==> src/rtl/instr_fetch.sv <==
// Instruction-fetch stage: owns the fetch PC, runs a single-outstanding
// request handshake to instruction memory, holds the IF/ID register and
// a one-entry skid buffer. Taken jumps/branches from decode are applied
// after the branch delay slot.
//
// state | meaning
// REQ   | request outstanding at fetch_pc; returned word goes to ID or buffer
// BUF   | returned word parked while decode stalls; no request issued
module instr_fetch #(
  parameter logic [31:0] RESET_PC = 32'h0000_0000
) (
  input  logic        clk,
  input  logic        rst,
  input  logic        stall,
  input  logic        redirect,
  input  logic [31:0] redirect_target,
  output logic        imem_req,
  output logic [31:0] imem_addr,
  input  logic        imem_ack,
  input  logic [31:0] imem_rdata,
  output logic [31:0] instr_id,
  output logic [31:0] pc_id,
  output logic        instr_valid_id
);

  typedef enum logic {S_REQ, S_BUF} state_t;

  state_t      state;
  state_t      state_nxt;
  logic [31:0] fetch_pc;
  logic [31:0] buf_instr;
  logic [31:0] buf_pc;
  logic        pend;
  logic [31:0] pend_target;
  logic        id_ds;
  logic        ds_owed;

  logic        accept;
  logic        ack_req;
  logic        redir_take;
  logic        slot_captured;
  logic        load_id;

  // A jump in a delay slot (pending target, or ID holds the slot) is ignored.
  assign accept        = instr_valid_id & ~stall;
  assign ack_req       = (state == S_REQ) & imem_ack;
  assign redir_take    = accept & redirect & ~pend & ~id_ds;
  assign slot_captured = (state == S_BUF) | ack_req;
  assign load_id       = ~stall & slot_captured;

  // State register
  always_ff @(posedge clk) begin
    if (rst) state <= S_REQ;
    else     state <= state_nxt;
  end

  // Next-state: park the word when decode stalls, drain once it releases
  always_comb begin
    state_nxt = state;
    case (state)
      S_REQ:   if (imem_ack && stall) state_nxt = S_BUF;
      S_BUF:   if (!stall) state_nxt = S_REQ;
      default: state_nxt = S_REQ;
    endcase
  end

  // Request outputs decoded from state and fetch_pc only
  always_comb begin
    imem_req  = (state == S_REQ) & ~rst;
    imem_addr = fetch_pc;
  end

  // Fetch PC sequencing and deferred redirect target
  always_ff @(posedge clk) begin
    if (rst) begin
      fetch_pc    <= RESET_PC;
      pend        <= 1'b0;
      pend_target <= 32'h0;
    end else begin
      if (redir_take && slot_captured)
        fetch_pc <= redirect_target;
      else if (ack_req)
        fetch_pc <= pend ? pend_target : fetch_pc + 32'd4;

      if (redir_take && !slot_captured) begin
        pend        <= 1'b1;
        pend_target <= redirect_target;
      end else if (ack_req) begin
        pend <= 1'b0;
      end
    end
  end

  // Skid buffer captures a word returned while decode is stalled
  always_ff @(posedge clk) begin
    if (ack_req && stall) begin
      buf_instr <= imem_rdata;
      buf_pc    <= fetch_pc;
    end
  end

  // IF/ID register: load buffer or fresh word, else bubble, hold on stall
  always_ff @(posedge clk) begin
    if (rst) begin
      instr_id       <= 32'h0;
      pc_id          <= 32'h0;
      instr_valid_id <= 1'b0;
    end else if (!stall) begin
      if (state == S_BUF) begin
        instr_id       <= buf_instr;
        pc_id          <= buf_pc;
        instr_valid_id <= 1'b1;
      end else if (imem_ack) begin
        instr_id       <= imem_rdata;
        pc_id          <= fetch_pc;
        instr_valid_id <= 1'b1;
      end else begin
        instr_id       <= 32'h0;
        instr_valid_id <= 1'b0;
      end
    end
  end

  // Mark the instruction following a taken redirect as its delay slot
  always_ff @(posedge clk) begin
    if (rst) begin
      id_ds   <= 1'b0;
      ds_owed <= 1'b0;
    end else if (load_id) begin
      id_ds   <= redir_take | ds_owed;
      ds_owed <= 1'b0;
    end else if (redir_take) begin
      ds_owed <= 1'b1;
    end
  end

endmodule

==> config.mk <==
export PLATFORM = sky130hd
export DESIGN_NAME = instr_fetch
export DESIGN_NICKNAME = d
export VERILOG_FILES = /design/src/rtl/instr_fetch.sv
export SDC_FILE = /design/constraint.sdc
export NUM_CORES = 1
export LEC_CHECK = 0
export BUFFER_PORTS_ARGS = -buffer_cell sky130_fd_sc_hd__clkbuf_2
export CAP_MARGIN = 20
export CORE_ASPECT_RATIO = 1.2
export CORE_MARGIN = 2
export CORE_UTILIZATION = 59
export CTS_CLUSTER_DIAMETER = 30
export DETAILED_ROUTE_END_ITERATION = 10
export PLACE_DENSITY = 0.83
export SLEW_MARGIN = 20
export SYNTH_ARGS = -nofsm -noshare
export SYNTH_HDL_FRONTEND = slang
export SYNTH_SLANG_ARGS = --single-unit
==> constraint.sdc <==
create_clock -name clk -period 8.5 [get_ports clk]
set_input_delay 2.55 -clock clk [delete_from_list [all_inputs] [get_ports clk]]
set_output_delay 2.55 -clock clk [all_outputs]
set_load 0.05 [all_outputs]
==> results of run 1 <==
final cells by class:
cell class                 instances  area (µm²)
clock buffer                      21         460
inverter                           9        33.8
timing repair buffer             175         901
fill                            1071        4080
sequential                       197        4590
multi-input combinational        560        3380
tap                              171         214
clock inverter                    10         105
sequential cells by signal (all words and copies together) (netlist names):
name / flops
buf_pc: 32
pend: 1
buf_instr: 32
imem_addr: 32
instr_valid_id: 1
pend_target: 32
state: 1
id_ds: 1
instr_id: 32
ds_owed: 1
pc_id: 32
cell usage after synthesis (8+ instances only):
cell / instances
nor3_1: 9
xnor2_1: 12
dfxtp_1: 133
clkbuf_1: 29
buf_1: 8
a22oi_1: 46
a211oi_1: 37
nand2_1: 81
nor2_1: 131
buf_2: 23
edfxtp_1: 64
nand3_1: 8
a21oi_1: 76
mux2i_1: 37
o21ai_0: 8
nand4_1: 12
how the worst max path moves through the flow:
stage | startpoint | end | slack (ns) | cells after the start
after global routing | rst | imem_req | 2.27 | 3
after detailed placement | rst | imem_req | 2.33 | 3
after global placement | rst | imem_req | 2.31 | 3
final | rst | imem_req | 2.33 | 3
after floorplan | rst | imem_req | 2.13 | 4
after CTS | rst | imem_req | 2.34 | 3
worst max-delay path: stages:
cell and delay (ns):
buf_4 0.69, nor2_1 0.07, clkbuf_2 0.27
metal layers:
layer	vias to the layer above	track usage, %	share of wire (%)
met1	3325	36.1	41
met2	323	45.0	48
met4	0	11.7	2.6
li1	3310	-	-
met5	-	0	0
met3	44	5.20	8.1
power groups by stage:
stage | Combinational (mW) | Sequential (mW) | Clock (mW)
2_1_floorplan | 0.105 | 1.12 | 0
3_3_place_gp | 0.234 | 1.06 | 0
3_5_place_dp | 0.236 | 1.06 | 0
4_1_cts | 0.238 | 1.04 | 0.787
5_1_grt | 0.256 | 1.04 | 0.818
6_report | 0.238 | 1.04 | 0.777
stage by stage:
step | hold slack [ns] | std cells
after global routing | 0.468 | 1143
after global placement | 0.441 | 1112
final | 0.455 | 1143
after CTS | 0.456 | 1143
after floorplan | 0.436 | 832
after detailed placement | 0.447 | 1112
logic make-up (layout without fill, tap and decap cells):
family	Yosys count	after routing	share of synthesized area (%)
xor gates and xnor gates	16	16	1.69
muxes	37	37	4.46
DFF	197	197	55.2
buffers and inverters	75	215	4.14
AOI/OAI and AO/OA	228	228	18.8
adders and majority gates	1	1	0.151
and+or+nand+nor	278	278	15.5
==> flow_summary.toml, run 1 <==
[setup_path]
worst_ep_required_time_ns = 5.95
reg2reg_to = "imem_addr[21]"
cp_max_fo = 85
r2r_start = "state"
r2r_slack_ns = 5.64
reg2regPathDepth = 5
cp_data_arrival_time_ns = 3.62
worstSetupPathType = "input port to output port"
critPathLaunchType = "input port"
end_kind = "output port"

[finish]
layout_common_cells = "165 x clkbuf_2, 132 x dfxtp_1, 131 x nor2_1"
layout_commonest_cell = "clkbuf_2"
drive_gt1_share_pct = 22.9
nets = 1030
finish.utilization_pct = 70.4
area_delta_synth_final_pct = 16.6
antennaDiodeCount = 0
final_area_um2 = 9690

[power_and_ir_drop]
power_frac_clock_pct = 37.8
power_switching_mw = 0.537
p_leak_nw = 3.72
intPower_mw = 1.52
p_sw_share_pct = 26.1
power_mw = 2.06
power_frac_comb_pct = 11.6
ir_drop_v = 0.000167
power.density_nw_per_um2 = 212
p_seq_share_pct = 50.6

[floorplanning]
fp.coreArea_um2 = 13800
rows = 47
fp.dieW_um = 112
start_util_pct = 60.3
die_area_um2 = 15000
io_pins = 167
die_h_um = 134

[logic_synthesis]
synth_cell_types = 69
syn-instance-count = 832
yosysSeqAreaShare_pct = 55.2
synth_area_leaders = "dfxtp_1 32%, edfxtp_1 23%, nor2_1 5.9%"
ys.flop_type = "dfxtp_1"
synth_seq_cells = 197
yosysWarnings = 0
synth.net_count = 902
synth_async_sr_flop_share_pct = 0
yosysTopAreaCellShare_pct = 32.1
synth_area_um2 = 8300
synth_edf_count = 64
synth_top_cell_by_area = "dfxtp_1"
avgSynthCellArea_um2 = 9.98

[sta]
fin_skew_ns = 0.00851
layout_min_cycle_time_ns = 6.17
hold_viol = 0
tightest_slew_ns = 1.06
slew_viol_final = 0
relSlewSlack_pct = 29.4
fmax_mhz = 162
fin_tns_setup_ns = 0
setup_slack_ns = 2.33
setup_viol = 0
period_share_pct = 72.6
rsz0062_at_grt = "no"

[detailed_routing]
drc = 0
drt_iter0_drc = 867
vias_per_cell = 6.13
wl_mm = 20.8
drt_first_pass_iters = 6
num_vias = 7002
postRouteAntennaNets = 0
routed_wire_length_per_instance_um = 18.2

[worst_hold_path]
holdPathStages = 2
min_delay_worst_endpoint = "pend_target[23]"
hold_start = "pend_target[23]"
min_path_type = "flop to flop"

[placed_design]
pre_cts_ws_ns = 2.33
dpl_cell_area_um2 = 9120
hpwl_mm = 13.4
io_buffers = 166
gp_congestion = 0.898

[clocking]
clk_path_buf_depth = 2
numClockSinks = 197
postCtsSetupBuffers = 0
clkLatencyLatePin_ns = 0.43
cts_hold_buffers = 0
cts_buffers = 17
clkTransAtPathRegs_ns = 0.07
cts.htree.levels = 4
cts_resized = 0
cts_tree = "yes"
cts-root-buf = "clkbuf_16"

[run_status]
status = "finished clean"

[global_routing]
grtUsageTotal_pct = 27.5
grt_pass1_wl_mm = 33.2
grt_overflow_total = 0
grt_pass1_vias = 6588
antenna_found_initial = 0
grt_max_degree = 86

[flow_run]
drv_cap = 0
Power figures use the tool's default switching activity.
==> inputs of run 2 (changes only) <==
--- a/config.mk
+++ b/config.mk
@@ -9,10 +9,10 @@
 export CAP_MARGIN = 20
 export CORE_ASPECT_RATIO = 1.2
 export CORE_MARGIN = 2
-export CORE_UTILIZATION = 59
+export CORE_UTILIZATION = 50
 export CTS_CLUSTER_DIAMETER = 30
 export DETAILED_ROUTE_END_ITERATION = 10
-export PLACE_DENSITY = 0.83
+export PLACE_DENSITY = 0.75
 export SLEW_MARGIN = 20
 export SYNTH_ARGS = -nofsm -noshare
 export SYNTH_HDL_FRONTEND = slang
==> constraint.sdc (replaced) <==
create_clock -name clk -period 5.6 [get_ports clk]
set_input_delay 1.68 -clock clk [delete_from_list [all_inputs] [get_ports clk]]
set_output_delay 1.68 -clock clk [all_outputs]
set_load 0.05 [all_outputs]
==> flow_summary.toml, run 2 (same netlist as run 1, synthesis figures left out) <==
[setup_path]
worstSetupPathType = "input port to output port"
reg2reg_to = "imem_addr[24]"
end_kind = "output port"
cp_data_arrival_time_ns = 2.33
cp_max_fo = 3
r2r_start = "pend"
critPathLaunchType = "input port"
r2r_slack_ns = 2.68
reg2regPathDepth = 4
worst_ep_required_time_ns = 3.92

[global_routing]
grtUsageTotal_pct = 24.0
antenna_found_initial = 0
use_met2_pct = 37.6
grt_max_degree = 75
grt_pass1_wl_mm = 33.6
grt_pass1_vias = 6352
grt_overflow_total = 0
busiest_layer = "met2"
grt_use_met3_pct = 4.60
met1_usage_pct = 33.1

[power_and_ir_drop]
power_mw = 3.11
power_switching_mw = 0.834
p_seq_share_pct = 50.7
p_sw_share_pct = 26.8
p_leak_nw = 3.72
ir_drop_v = 0.000217
power_frac_comb_pct = 11.6
power.density_nw_per_um2 = 320
intPower_mw = 2.28
power_frac_clock_pct = 37.7

[floorplanning]
start_util_pct = 51.0
rows = 51
fp.dieW_um = 122
die_h_um = 145
die_area_um2 = 17700
fp.coreArea_um2 = 16300
io_pins = 167

[sta]
fin_skew_ns = 0.00777
setup_viol = 0
fmax_mhz = 250
relSlewSlack_pct = 24.6
hold_ws_ns = 0.454
hold_viol = 0
tightest_slew_ns = 1.13
slew_viol_final = 0
fin_tns_setup_ns = 0
layout_min_cycle_time_ns = 4.01
setup_slack_ns = 1.59
rsz0062_at_grt = "no"
period_share_pct = 71.5

[clocking]
cts_buffers = 17
cts_resized = 0
numClockSinks = 197
cts_tree = "yes"
cts_hold_buffers = 0
clkLatencyLatePin_ns = 0.43
postCtsSetupBuffers = 0
clkTransAtPathRegs_ns = 0.06
cts.htree.levels = 4
cts-root-buf = "clkbuf_16"
clk_path_buf_depth = 2

[finish]
layout_common_cells = "165 x clkbuf_2, 132 x dfxtp_1, 131 x nor2_1"
nets = 1030
fin_cells = 1185
layout_commonest_cell = "clkbuf_2"
drive_gt1_share_pct = 23.3
antennaDiodeCount = 0
area_delta_synth_final_pct = 17.3

[detailed_routing]
drc = 0
drt_first_pass_iters = 5
wl_mm = 21.2
postRouteAntennaNets = 0
vias_per_cell = 5.77
routed_wire_length_per_instance_um = 17.9
drt_iter0_drc = 744
num_vias = 6841

[placed_design]
io_buffers = 166
pre_cts_ws_ns = 1.62
dp_cells = 1153
hpwl_mm = 14.0
gp_congestion = 0.848

[run_status]
status = "finished clean"

[worst_hold_path]
min_delay_worst_endpoint = "pend_target[11]"
holdPathStages = 2
hold_start = "pend_target[11]"
min_path_type = "flop to flop"

[flow_run]
drv_cap = 0
-- run 2: cell type report --
class,instances,area (µm²)
Fill cell,1442,6530
Sequential cell,197,4590
Multi-Input combinational cell,560,3390
Timing Repair Buffer,175,901
Clock buffer,21,470
Tap cell,212,265
Clock inverter,11,100
Inverter,9,33.8
-- run 2: power groups by stage --
stage               sequential, mW  combinational, mW  clock (mW)
floorplan                     1.71              0.160           0
global placement              1.61              0.357           0
detailed placement            1.61              0.361           0
CTS                           1.58              0.362        1.19
global route                  1.59              0.388        1.25
finish                        1.58              0.362        1.17
-- run 2: layer usage --
metal	vias up	share of wire, %
met5	-	0
met1	3197	44
li1	3316	-
met4	0	2.0
met2	292	47
met3	36	7.3
-- run 2: worst max-delay path, stage by stage --
cell      delay [ns]
buf_4           0.13
nor2_1          0.18
clkbuf_2        0.33
-- run 2: worst max path at each step --
stage          from       end  slack, ns  depth (start not counted)
5_1_grt         rst  imem_req       1.61                          3
2_1_floorplan   rst  imem_req       0.97                          4
6_report        rst  imem_req       1.59                          3
4_1_cts         rst  imem_req       1.62                          3
3_5_place_dp    rst  imem_req       1.62                          3
3_3_place_gp    rst  imem_req       1.59                          3
-- run 2: stage by stage --
| stage | utilization (%) | instance area (µm²) |
|---|---|---|
| floorplan | - | 8300 |
| global placement | 56.4 | 9170 |
| detailed placement | 56.4 | 9170 |
| CTS | 59.9 | 9740 |
| global route | 59.9 | 9740 |
| finish | 59.9 | 9740 |
